[src/rtl/imem_burst_pkg.sv]
// imem_burst_pkg
//   Shared types and constants for the instruction-memory burst bridge.
//   - state_e          : bridge FSM states
//   - ERR_DATA_DEFAULT : word returned for out-of-range beats (RISC-V NOP)
//   - beat_cnt_w()     : width of a counter that must hold 0..block_size inclusive
package imem_burst_pkg;

  typedef enum logic [1:0] {
    IDLE  = 2'd0,
    WAIT  = 2'd1,
    BURST = 2'd2
  } state_e;

  localparam logic [31:0] ERR_DATA_DEFAULT = 32'h0000_0013;

  // The issue counter has to reach "beats" itself (one past the last index)
  // so the FSM can spend one drain cycle while the final beat is on the bus.
  function automatic int beat_cnt_w(input int block_size);
    return $clog2(block_size + 1);
  endfunction

endpackage

[src/rtl/imem_burst_bridge.sv]
// imem_burst_bridge
//   Burst responder behind the icache refill port. Accepts one burst request,
//   reads len+1 consecutive words (clamped to BLOCK_SIZE) from an external
//   synchronous-read RAM and streams them back one beat per cycle. Addresses
//   beyond MEM_WORDS return ERR_DATA and raise mem_err alongside mem_last.
//
// Ports
//   clk, rst          clock, asynchronous active-high reset
//   mem_req           single-cycle burst request (accepted only while mem_ready)
//   mem_addr          burst base byte address (low byte-offset bits ignored)
//   mem_burst_len     beats-1
//   mem_ready         idle, next request will be accepted
//   mem_data/valid    beat data and qualifier, contiguous for the whole burst
//   mem_last/err      final beat marker; err set if any beat was out of range
//   ram_en/ram_addr   RAM read strobe and word address
//   ram_rdata         RAM read data, valid the cycle after ram_en
//
// Build option
//   IMEM_BURST_STATS_EN : adds stat_bursts / stat_beats free-running counters.
//
// state | meaning
// IDLE  | mem_ready high, waiting for mem_req
// WAIT  | first-beat latency countdown
// BURST | one RAM read issued per cycle, then one drain cycle for mem_last
module imem_burst_bridge
  import imem_burst_pkg::*;
#(
  parameter int ADDR_WIDTH         = 32,
  parameter int DATA_WIDTH         = 32,
  parameter int BLOCK_SIZE         = 8,
  parameter int MEM_WORDS          = 4096,
  parameter int FIRST_BEAT_LATENCY = 2,
  parameter logic [DATA_WIDTH-1:0] ERR_DATA = DATA_WIDTH'(ERR_DATA_DEFAULT),
  localparam int RAM_AW = $clog2(MEM_WORDS),
  localparam int LEN_W  = $clog2(BLOCK_SIZE) + 1
) (
  input  logic                  clk,
  input  logic                  rst,
  input  logic                  mem_req,
  input  logic [ADDR_WIDTH-1:0] mem_addr,
  input  logic [LEN_W-1:0]      mem_burst_len,
  output logic                  mem_ready,
  output logic [DATA_WIDTH-1:0] mem_data,
  output logic                  mem_valid,
  output logic                  mem_last,
  output logic                  mem_err,
  output logic                  ram_en,
  output logic [RAM_AW-1:0]     ram_addr,
  input  logic [DATA_WIDTH-1:0] ram_rdata
`ifdef IMEM_BURST_STATS_EN
  ,
  output logic [31:0]           stat_bursts,
  output logic [31:0]           stat_beats
`endif
);

  localparam int BYTE_BITS = $clog2(DATA_WIDTH / 8);
  localparam int WORD_AW   = ADDR_WIDTH - BYTE_BITS;
  localparam int CNT_W     = beat_cnt_w(BLOCK_SIZE);
  localparam int WAIT_W    = (FIRST_BEAT_LATENCY > 1) ? $clog2(FIRST_BEAT_LATENCY) : 1;

  state_e             state_q, state_d;
  logic [WORD_AW-1:0] base_q, base_d;
  logic [CNT_W-1:0]   beats_q, beats_d;
  logic [CNT_W-1:0]   idx_q, idx_d;
  logic [WAIT_W-1:0]  wait_q, wait_d;
  logic               err_q, err_d;
  logic               valid_q, valid_d;
  logic               last_q, last_d;
  logic               merr_q, merr_d;
  logic               oor_q, oor_d;

  logic               accept;
  logic               issue;
  logic               issue_last;
  logic               beat_oor;
  logic [WORD_AW-1:0] beat_addr;
  logic [LEN_W:0]     len_p1;
  logic [CNT_W-1:0]   beats_req;
  logic               unused_addr_lsb;

  assign unused_addr_lsb = ^mem_addr[BYTE_BITS-1:0];

  assign mem_ready = (state_q == IDLE);
  assign accept    = mem_ready && mem_req;

  // len+1 is computed one bit wider so len = all-ones does not wrap to zero
  assign len_p1    = {1'b0, mem_burst_len} + (LEN_W + 1)'(1);
  assign beats_req = (len_p1 > (LEN_W + 1)'(BLOCK_SIZE)) ? CNT_W'(BLOCK_SIZE)
                                                          : CNT_W'(len_p1);

  // word address wraps naturally at the word-address width
  assign beat_addr  = base_q + WORD_AW'(idx_q);
  assign beat_oor   = (beat_addr >= WORD_AW'(MEM_WORDS));
  assign issue      = (state_q == BURST) && (idx_q != beats_q);
  assign issue_last = issue && (idx_q == beats_q - CNT_W'(1));

  assign ram_en   = issue && !beat_oor;
  assign ram_addr = ram_en ? beat_addr[RAM_AW-1:0] : '0;

  always_comb begin
    state_d = state_q;
    base_d  = base_q;
    beats_d = beats_q;
    idx_d   = idx_q;
    wait_d  = wait_q;
    err_d   = err_q;
    valid_d = issue;
    last_d  = issue_last;
    oor_d   = issue && beat_oor;
    merr_d  = issue_last && (err_q || beat_oor);

    case (state_q)
      IDLE: begin
        if (mem_req) begin
          base_d  = mem_addr[ADDR_WIDTH-1:BYTE_BITS];
          beats_d = beats_req;
          idx_d   = '0;
          err_d   = 1'b0;
          if (FIRST_BEAT_LATENCY == 0) begin
            state_d = BURST;
          end else begin
            wait_d  = WAIT_W'(FIRST_BEAT_LATENCY - 1);
            state_d = WAIT;
          end
        end
      end
      WAIT: begin
        if (wait_q == '0) begin
          state_d = BURST;
        end else begin
          wait_d = wait_q - WAIT_W'(1);
        end
      end
      BURST: begin
        if (issue) begin
          idx_d = idx_q + CNT_W'(1);
          if (beat_oor) begin
            err_d = 1'b1;
          end
        end else begin
          // drain cycle: the final beat is on the bus now
          state_d = IDLE;
        end
      end
      default: state_d = IDLE;
    endcase
  end

  always_ff @(posedge clk or posedge rst) begin
    if (rst) begin
      state_q <= IDLE;
      base_q  <= '0;
      beats_q <= '0;
      idx_q   <= '0;
      wait_q  <= '0;
      err_q   <= 1'b0;
      valid_q <= 1'b0;
      last_q  <= 1'b0;
      merr_q  <= 1'b0;
      oor_q   <= 1'b0;
    end else begin
      state_q <= state_d;
      base_q  <= base_d;
      beats_q <= beats_d;
      idx_q   <= idx_d;
      wait_q  <= wait_d;
      err_q   <= err_d;
      valid_q <= valid_d;
      last_q  <= last_d;
      merr_q  <= merr_d;
      oor_q   <= oor_d;
    end
  end

  // RAM data arrives in the same cycle the registered beat qualifiers do
  assign mem_valid = valid_q;
  assign mem_last  = last_q;
  assign mem_err   = merr_q;
  assign mem_data  = valid_q ? (oor_q ? ERR_DATA : ram_rdata) : '0;

`ifdef IMEM_BURST_STATS_EN
  logic [31:0] stat_bursts_q;
  logic [31:0] stat_beats_q;

  always_ff @(posedge clk or posedge rst) begin
    if (rst) begin
      stat_bursts_q <= '0;
      stat_beats_q  <= '0;
    end else begin
      if (accept) begin
        stat_bursts_q <= stat_bursts_q + 32'd1;
      end
      if (valid_q) begin
        stat_beats_q <= stat_beats_q + 32'd1;
      end
    end
  end

  assign stat_bursts = stat_bursts_q;
  assign stat_beats  = stat_beats_q;
`else
  logic unused_accept;
  assign unused_accept = accept;
`endif

endmodule

[config.mk]
export PLATFORM = sky130hd
export DESIGN_NAME = imem_burst_bridge
export DESIGN_NICKNAME = d
export VERILOG_FILES = /design/src/rtl/imem_burst_pkg.sv /design/src/rtl/imem_burst_bridge.sv
export SDC_FILE = /design/constraint.sdc
export NUM_CORES = 1
export LEC_CHECK = 0
export CAP_MARGIN = 20
export CORE_UTILIZATION = 49
export DETAILED_ROUTE_END_ITERATION = 16
export GPL_ROUTABILITY_DRIVEN = 0
export GPL_TIMING_DRIVEN = 0
export PLACE_DENSITY_LB_ADDON = 0.08
export SYNTH_ARGS = -nofsm -noshare
export SYNTH_HDL_FRONTEND = slang
export SYNTH_SLANG_ARGS = --single-unit
[constraint.sdc]
create_clock -name clk -period 5.1 [get_ports clk]
set_input_delay 1.02 -clock clk [delete_from_list [all_inputs] [get_ports clk]]
set_output_delay 1.02 -clock clk [all_outputs]
set_load 0.02 [all_outputs]
Word-level counts from Yosys, hierarchy flattened
Index checks and enable logic that the tools add are counted. W data, S select, Z words.

Bits in registers: 46. Word-level logic and storage cells: 59.

Add/subtract/negate cells: 5. $lt $le $gt $ge: 2. Equal/unequal tests: 9. Muxes and demuxes: 18. Reduce and logical (&&, ||, !) cells: 15.

Operators by type and width (count): $mux W32 (2); $add A30 B4 Y30 (1); $ge A30 B13 Y1 const B (1); $mux W12 (1); $mux W4 (3); $ne A2 B2 Y1 const B (5); $pmux W4 S2 (1); $mux W2 (3); $pmux W2 S3 (1); $reduce_and A3 Y1 (2); $add A4 B1 Y5 const B (1); $gt A5 B4 Y1 const B (1); $logic_and A1 B1 Y1 (5); $mux W1 (5); $add A4 B1 Y4 const B (1); $eq A4 B4 Y1 (1); $ne A4 B4 Y1 (1); $pmux W1 S2 (2); $reduce_and A2 Y1 (2); $reduce_and A4 Y1 (1); $reduce_bool A2 Y1 (2); $sub A4 B1 Y4 const B (1); $eq A2 B1 Y1 const B (1); $eq A2 B2 Y1 const B (1); other kinds (4) (4).

Depth between registers and ports, before layout
Gate-level depths: netlist of run 1.

Depth in word-level cells: 5. Gate-level depth with buffers: 9. Mapped depth without buffers: 8.

Worst setup path after synthesis of run 1
OpenSTA, ideal clock, no wires.

Path type: reg-to-output. Start: register idx_q[0]. End: output port ram_addr[11]. Arrival: 2.814 ns. Data required time: 4.080 ns. Slack: 1.266 ns. Cell stages (with the launch flop): 9. Buffers on the path: 0. Cells stage by stage: dfrtp_1 ha_1 fa_1 nand3_1 a2111oi_0 or4_1 a211oi_2 o211ai_2 nor4_1.

Cells in the longest elaborated chain, start to end: 5. Elaborated cells on any way between the ends: 7.

RTL lines: start: declaration (line imem_burst_bridge.sv:65) `logic [CNT_W-1:0] idx_q, idx_d;`; start signal: assignment (line imem_burst_bridge.sv:166) `idx_q <= idx_d;`; $add A30 B4 Y30 (line imem_burst_bridge.sv:93) `assign beat_addr = base_q + WORD_AW'(idx_q);`; $ge A30 B13 Y1 (line imem_burst_bridge.sv:94) `assign beat_oor = (beat_addr >= WORD_AW'(MEM_WORDS));`; $logic_not A1 Y1 (line imem_burst_bridge.sv:98) `assign ram_en = issue && !beat_oor;`; $logic_and A1 B1 Y1 (line imem_burst_bridge.sv:98); $mux W12 (*) (line imem_burst_bridge.sv:99) `assign ram_addr = ram_en ? beat_addr[RAM_AW-1:0] : '0;`; end: declaration (line imem_burst_bridge.sv:48) `output logic [RAM_AW-1:0] ram_addr,`.

Mark *: on every way between the ends. The rest lies on a longest branch, timed or not.

Final worst setup path of run 1
Start: register idx_q[0]. End: output port ram_addr[7].

Same word-level chain as after synthesis.

==> impl_summary.txt, run 1 <==
----------------------------------------------------
[Yosys]
  Post-Syn Area per Cell ... approximately 8.3 um2
  Post-Syn Instances ... between 300 and 400
  Cell area after technology mapping ... around 3200 um2
  Netlist cell types ... 58
  Share of the yosys chip area belonging to registers ... 35.8%
  Number of synthesized flops with an enable pin ... 0
  Total of warnings raised by yosys ... 0
  Proportion of register bits with asynchronous set or reset after synthesis ... 100%
  Dominant register cell in the synthesized netlist ... dfrtp_1
  Flip-flop and latch count after synthesis ... 46
  Cell type with the largest total area after synthesis ... dfrtp_1
  Top post-synthesis cells by area ... dfrtp_1 (36%), nand2_1 (11%), and2_1 (6.0%)
  Most common cell in the synthesized netlist ... nand2_1
  Post-synthesis net count ... 469
  Ranking of synthesized cells by instance count ... nand2_1 (97), dfrtp_1 (46), and2_1 (31)
  Synth top area share ... between 30% and 40%

[Global route]
  Total track usage ... ~28%
  Number of global-route vias before repair ... 3188
  Initial antenna violation count ... 0
  Maximum number of pins on one net before global-route repair ... 28
  GRT overflow ... 0
  Global-route wire length before repair ... around 15000 um

[Worst setup path]
  Data arrival at the endpoint of the critical path ... 3.87 ns
  Critical path class ... register to output pin
  Critical path required time ... 4.08 ns
  Critical path launch point type ... register
  R2R Path Start ... idx_q[0]
  Worst reg2reg setup slack ... 2.34 ns
  R2r endpoint ... oor_q
  CP Capture Type ... output pin
  Worst-case reg-to-reg path depth ... 8
  Top fanout value on the critical path ... 10

[STA]
  Measured slew at the worst slew-check pin ... 0.645 ns
  Shortest clock period the worst path allows after layout ... about 4.9 ns
  Headroom to the max-slew limit ... around 57%
  Sum of negative setup slack ... 0 ns
  Least setup slack across all paths after layout ... 0.211 ns
  Maximum achievable frequency ... approximately 0.20 GHz
  Number of hold violations in the final report ... 0
  Number of setup violations in the final report ... 0
  Fraction of the cycle the final worst path needs ... a little over nine tenths
  Worst hold slack across all endpoints ... around 0.5 ns
  Setup repair after global routing missed its margin ... false
  Clk_skew ... between 0.006 and 0.007 ns
  Number of slew-limit violations in the final report ... 0

[Clock tree]
  Hold_buf cts ... 0
  Quantity of gates resized following cts ... 0
  Clock latency on the worst-skew pair ... 0.30 ns
  Clock root buffer ... clkbuf_8
  Post-CTS Setup Inserts ... 0
  Clock transition at the registers of the reported paths ... ~0.090 ns
  TritonCTS clock tree ... built
  CTS sink cnt ... between 40 and 50
  Clock Tree Buf Depth ... 2
  CTS HTree Levels ... 2
  TritonCTS Buffers ... 5

[Finish]
  Final Core Density ... 72.7%
  Ant diodes ... 0
  Nets@finish ... ~590
  Fraction of layout instances using a drive strength above 1 ... under 10%
  Synth-to-layout area growth ... 43.3%
  Fill cell total of the finished layout ... roughly 520

[Min path]
  Worst hold path cell count ... 2
  End point of the worst hold path ... base_q[2]
  Path type of the worst min-delay path ... register to register
  Launch point of the worst hold path ... base_q[2]

[Route]
  Via count of the routed design ... roughly 3300
  Violation count after the first detailed-route iteration ... about 180
  Drc violations ... 0
  Routed wire per std cell ... around 15 um
  Count of nets left with antenna violations after detail routing ... 0
  Via density per instance ... 5.51
  Pre-antenna DRT Iters ... 5
  Post-Route WL ... 9040 um

[Power and ir drop]
  Max VDD drop ... 0.354 mV
  Power density over cell area ... 451 nW/um2
  Tot Pwr ... 2080 uW
  Comb pwr share ... 54.6%
  Leak ... ~0.0019 uW
  Sequential power share ... between 30% and 40%
  Int Power ... roughly 1100 uW
  Power spent charging and discharging nets ... just under 1000 uW
  Switching share of total power ... 46.1%
  Clk network pwr share ... 11.1%

[Die]
  Top-level I/O count ... between 100 and 150
  Die Span X ... approximately 83 um
  Floorplan die area ... between 6000 and 7000 um2
  Floorplan die height ... approximately 83 um
  Placeable core region ... 6350 um2
  Starting utilization of the core area ... between 50 and 60%
  Number of rows created at floorplan ... 29

[Outcome]
  Result of the run ... complete, no violations

[Place]
  Pre-CTS WS ... 0.545 ns
  DP Wirelength ... about 7200 um
  Count of buffers inserted at the top-level ports ... approximately 120

[Flow run]
  Max-Cap Viols ... 0

----------------------------------------------------
worst max path at each step:
stage                         from            to  slack, ns
after floorplan           idx_q[0]  ram_addr[11]       1.27
after detailed placement  idx_q[0]   ram_addr[7]       0.54
after global placement    idx_q[0]   ram_addr[9]       0.60
after global routing      idx_q[0]   ram_addr[9]      0.004
after CTS                 idx_q[0]   ram_addr[7]       0.18
final                     idx_q[0]   ram_addr[7]       0.21
layout by cell type (no fill, tap or decap), types with 9 or more instances in the layout:
cell type        count
dfrtp_1             46
clkdlybuf4s50_1    117
inv_1               13
nand4_1             11
clkbuf_1            14
xnor2_1             13
nor4_2              10
o21ai_0             12
nand2_1             97
nor2_1              15
nand3_1             11
a21oi_1             10
xor2_1               9
and2_1              31
area by class of cell:
cell class | count | area, um2 | share of cell area, %
Inverter | 14 | 52.6 | 1.14
Clock buffer | 5 | 68.8 | 1.49
Multi-Input combinational cell | 305 | 1920 | 41.6
Timing Repair Buffer | 118 | 1190 | 25.8
Tap cell | 77 | 96.3 | 2.09
Clock inverter | 3 | 23.8 | 0.515
Sequential cell | 46 | 1150 | 25.0
Buffer | 24 | 111 | 2.41
metal layers:
layer,track usage (%),wire [um]
met2,49.2,4560
met3,4.67,456
met1,32.9,3740
met5,0,0
met4,10.7,277
cell families after synthesis:
group,count (synthesis),share of synthesized area [%]
AOI/OAI and AO/OA,54,12.2
adders and majority gates,9,3.73
and+or+nand+nor,216,35.9
xor gates and xnor gates,22,5.99
DFF,46,35.8
buffers and inverters,38,5.09
muxes,4,1.40
state kept, by name (all words and copies together) (netlist names):
| name | cells |
|---|---|
| state_q | 2 |
| idx_q | 4 |
| oor_q | 1 |
| base_q | 30 |
| wait_q | 1 |
| mem_last | 1 |
| beats_q | 4 |
| mem_err | 1 |
| err_q | 1 |
| mem_valid | 1 |
critical path, cell delays in order, from the launching register on:
cell,delay [ns]
dfrtp_1,0.50
ha_1,0.27
fa_1,0.44
nand3_1,0.22
a2111oi_2,0.12
or4_1,0.44
a211oi_2,0.25
o211ai_2,0.19
buf_6,0.20
nor4_2,0.28
clkdlybuf4s50_1,0.67
stage by stage:
step,std cells,cell area (um2)
4_1_cts,592,4600
6_report,592,4610
3_3_place_gp,583,4490
2_1_floorplan,389,3220
5_1_grt,592,4610
3_5_place_dp,584,4510
power by group through the flow:
stage	clock, uW	combinational [uW]	sequential [uW]
after floorplan	0	782	664
after global placement	0	1100	706
after detailed placement	0	1130	716
after CTS	236	1140	710
after global routing	250	1260	735
final	232	1140	713
No activity file was read; power rests on OpenSTA's default activity.
==> inputs of run 2 (changes only) <==
--- a/config.mk
+++ b/config.mk
@@ -6,7 +6,8 @@
 export NUM_CORES = 1
 export LEC_CHECK = 0
 export CAP_MARGIN = 20
-export CORE_UTILIZATION = 49
+export CORE_UTILIZATION = 30
+export CTS_BUF_LIST = sky130_fd_sc_hd__clkbuf_16
 export DETAILED_ROUTE_END_ITERATION = 16
 export GPL_ROUTABILITY_DRIVEN = 0
 export GPL_TIMING_DRIVEN = 0
==> impl_summary.txt, run 2 (synthesis results as in run 1) <==
----------------------------------------------------
[Global route]
  Total track usage ... 17.3% (-10 points)
  Initial antenna violation count ... 0 (unchanged)
  Global-route wire length before repair ... 15300 um (-1.3%)
  Number of global-route vias before repair ... 3031 (-4.9%)
  GRT overflow ... 0 (unchanged)
  Maximum number of pins on one net before global-route repair ... 40 (+43%)

[STA]
  Clk_skew ... 0.00438 ns (-0.00204 ns)
  Measured slew at the worst slew-check pin ... 0.627 ns (-0.0183 ns)
  Fraction of the cycle the final worst path needs ... 96.1% (+0.20 points)
  Shortest clock period the worst path allows after layout ... 4.90 ns (+0.0104 ns)
  Headroom to the max-slew limit ... 58.2% (+1.2 points)
  Number of slew-limit violations in the final report ... 0 (unchanged)
  Sum of negative setup slack ... 0 ns (unchanged)
  Number of setup violations in the final report ... 0 (unchanged)
  Maximum achievable frequency ... 0.204 GHz (-0.21%)
  Setup repair after global routing missed its margin ... false
  Number of hold violations in the final report ... 0 (unchanged)

[Clock tree]
  Post-CTS Setup Inserts ... 0 (unchanged)
  Clock transition at the registers of the reported paths ... 0.06 ns (-0.03 ns)
  Clock root buffer ... clkbuf_16
  CTS sink cnt ... 46 (unchanged)
  TritonCTS Buffers ... 5 (unchanged)
  Hold_buf cts ... 0 (unchanged)
  TritonCTS clock tree ... built
  Clock Tree Buf Depth ... 2 (unchanged)
  Clock latency on the worst-skew pair ... 0.28 ns (-0.02 ns)
  CTS HTree Levels ... 2 (unchanged)

[Power and ir drop]
  Power spent charging and discharging nets ... 955 uW (-0.61%)
  Int Power ... 1200 uW (+7.2%)
  Max VDD drop ... 0.245 mV (-31%)
  Clk network pwr share ... 14.4% (+3.3 points)
  Power density over cell area ... 456 nW/um2 (+0.97%)
  Leak ... 0.00195 uW (+1.6%)
  Sequential power share ... 32.8% (-1.5 points)
  Comb pwr share ... 52.8% (-1.8 points)
  Switching share of total power ... 44.3% (-1.9 points)
  Tot Pwr ... 2160 uW (+3.6%)

[Place]
  Post-detailed-placement cell area ... 4580 um2 (+1.6%)
  DP Wirelength ... 7420 um (+2.8%)
  Count of buffers inserted at the top-level ports ... 117 (unchanged)

[Route]
  Via count of the routed design ... 3135 (-4.0%)
  Pre-antenna DRT Iters ... 4 (-1)
  Count of nets left with antenna violations after detail routing ... 0 (unchanged)
  Drc violations ... 0 (unchanged)
  Post-Route WL ... 9460 um (+4.7%)
  Routed wire per std cell ... 14.5 um (-4.8%)
  Via density per instance ... 4.82 (-13%)
  Violation count after the first detailed-route iteration ... 128 (-27%)

[Die]
  Die Span X ... 106 um (+27%)
  Top-level I/O count ... 120 (unchanged)
  Floorplan die height ... 106 um (+27%)
  Placeable core region ... 10400 um2 (+63%)
  Starting utilization of the core area ... 31.0% (-20 points)
  Number of rows created at floorplan ... 37 (+28%)
  Floorplan die area ... 11100 um2 (+62%)

[Worst setup path]
  Top fanout value on the critical path ... 10 (unchanged)
  Data arrival at the endpoint of the critical path ... 3.88 ns (about the same)
  CP Capture Type ... output pin
  Critical path class ... register to output pin
  Critical path required time ... 4.08 ns (about the same)
  Critical path launch point type ... register

[Finish]
  Largest register by flop count ... base_q
  Total non-filler cell area in the finished layout ... 4730 um2 (+2.6%)
  Fraction of layout instances using a drive strength above 1 ... 7.77% (-0.39 points)
  Ant diodes ... 0 (unchanged)
  Commonest cells after routing, fill and taps aside ... clkdlybuf4s50_1 (117), nand2_1 (97), dfrtp_1 (46), and2_1 (31), nor2_1 (15)
  Most common cell after layout, fill and taps aside ... clkdlybuf4s50_1
  Flip-flop count of the largest register, all copies and words added ... 30 (unchanged)
  Nets@finish ... 594 (unchanged)
  Synth-to-layout area growth ... 47.0%
  Leading registers by flop count ... base_q (30), beats_q (4), idx_q (4)

[Flow run]
  Max-Cap Viols ... 0 (unchanged)

[Outcome]
  Result of the run ... complete, no violations

[Min path]
  Path type of the worst min-delay path ... register to register

----------------------------------------------------
run 2: area by class of cell:
type / instances / area (um2)
Fill cell: 1033 / 5640
Clock buffer: 5 / 125
Sequential cell: 46 / 1150
Buffer: 24 / 111
Inverter: 14 / 52.6
Clock inverter: 3 / 12.5
Timing Repair Buffer: 118 / 1190
Tap cell: 136 / 170
Multi-Input combinational cell: 305 / 1920
run 2: power by group through the flow:
stage          sequential [uW]  clock, uW  combinational (uW)
3_3_place_gp               710          0                1120
3_5_place_dp               713          0                1140
6_report                   707        311                1140
2_1_floorplan              664          0                 782
5_1_grt                    733        338                1270
4_1_cts                    707        319                1150
run 2: metal layers:
layer	global-route usage, %	vias to the layer above	wire [um]
met1	22.7	1446	4410
met2	29.0	87	4470
met5	0	-	0
met3	3.09	9	435
met4	4.96	0	143
li1	-	1593	-
run 2: worst max-delay path, cell delays in order (launching register included):
cell and delay, ns:
dfrtp_1 0.50, ha_1 0.26, fa_1 0.25, nand3_1 0.20, a211oi_4 0.44, o211a_1 0.22, a2bb2oi_1 0.33, o211ai_2 0.23
buf_6 0.21, nor4_2 0.29, clkdlybuf4s50_1 0.65
run 2: path summary, 6_finish.rpt:
path | startpoint | to | slack [ns] | cells after the start
worst max-delay path | idx_q[0] | ram_addr[8] | 0.20 | 10
worst min-delay path | base_q[0] | base_q[0] | 0.49 | 2
worst max register to register | idx_q[0] | err_q | 2.36 | 8
worst min register to register | base_q[0] | base_q[0] | 0.49 | 2
max in group asynchronous | rst | err_q | 3.67 | 3
min in group asynchronous | rst | beats_q[2] | 0.97 | 2
run 2: repair_timing:
action	CTS	global route
setup endpoints to repair	0	13
gates resized for setup	0	3
endpoints found under the hold margin	0	0
run 2: stage by stage:
step                utilization, %  hold slack (ns)  setup WS, ns  instances
floorplan                        -            0.452          1.27        389
CTS                           45.5            0.493        0.0674        651
global placement              44.0            0.476         0.408        642
global route                  45.6            0.513       0.00510        651
finish                        45.6            0.490         0.200        651
detailed placement            44.2            0.477         0.411        643
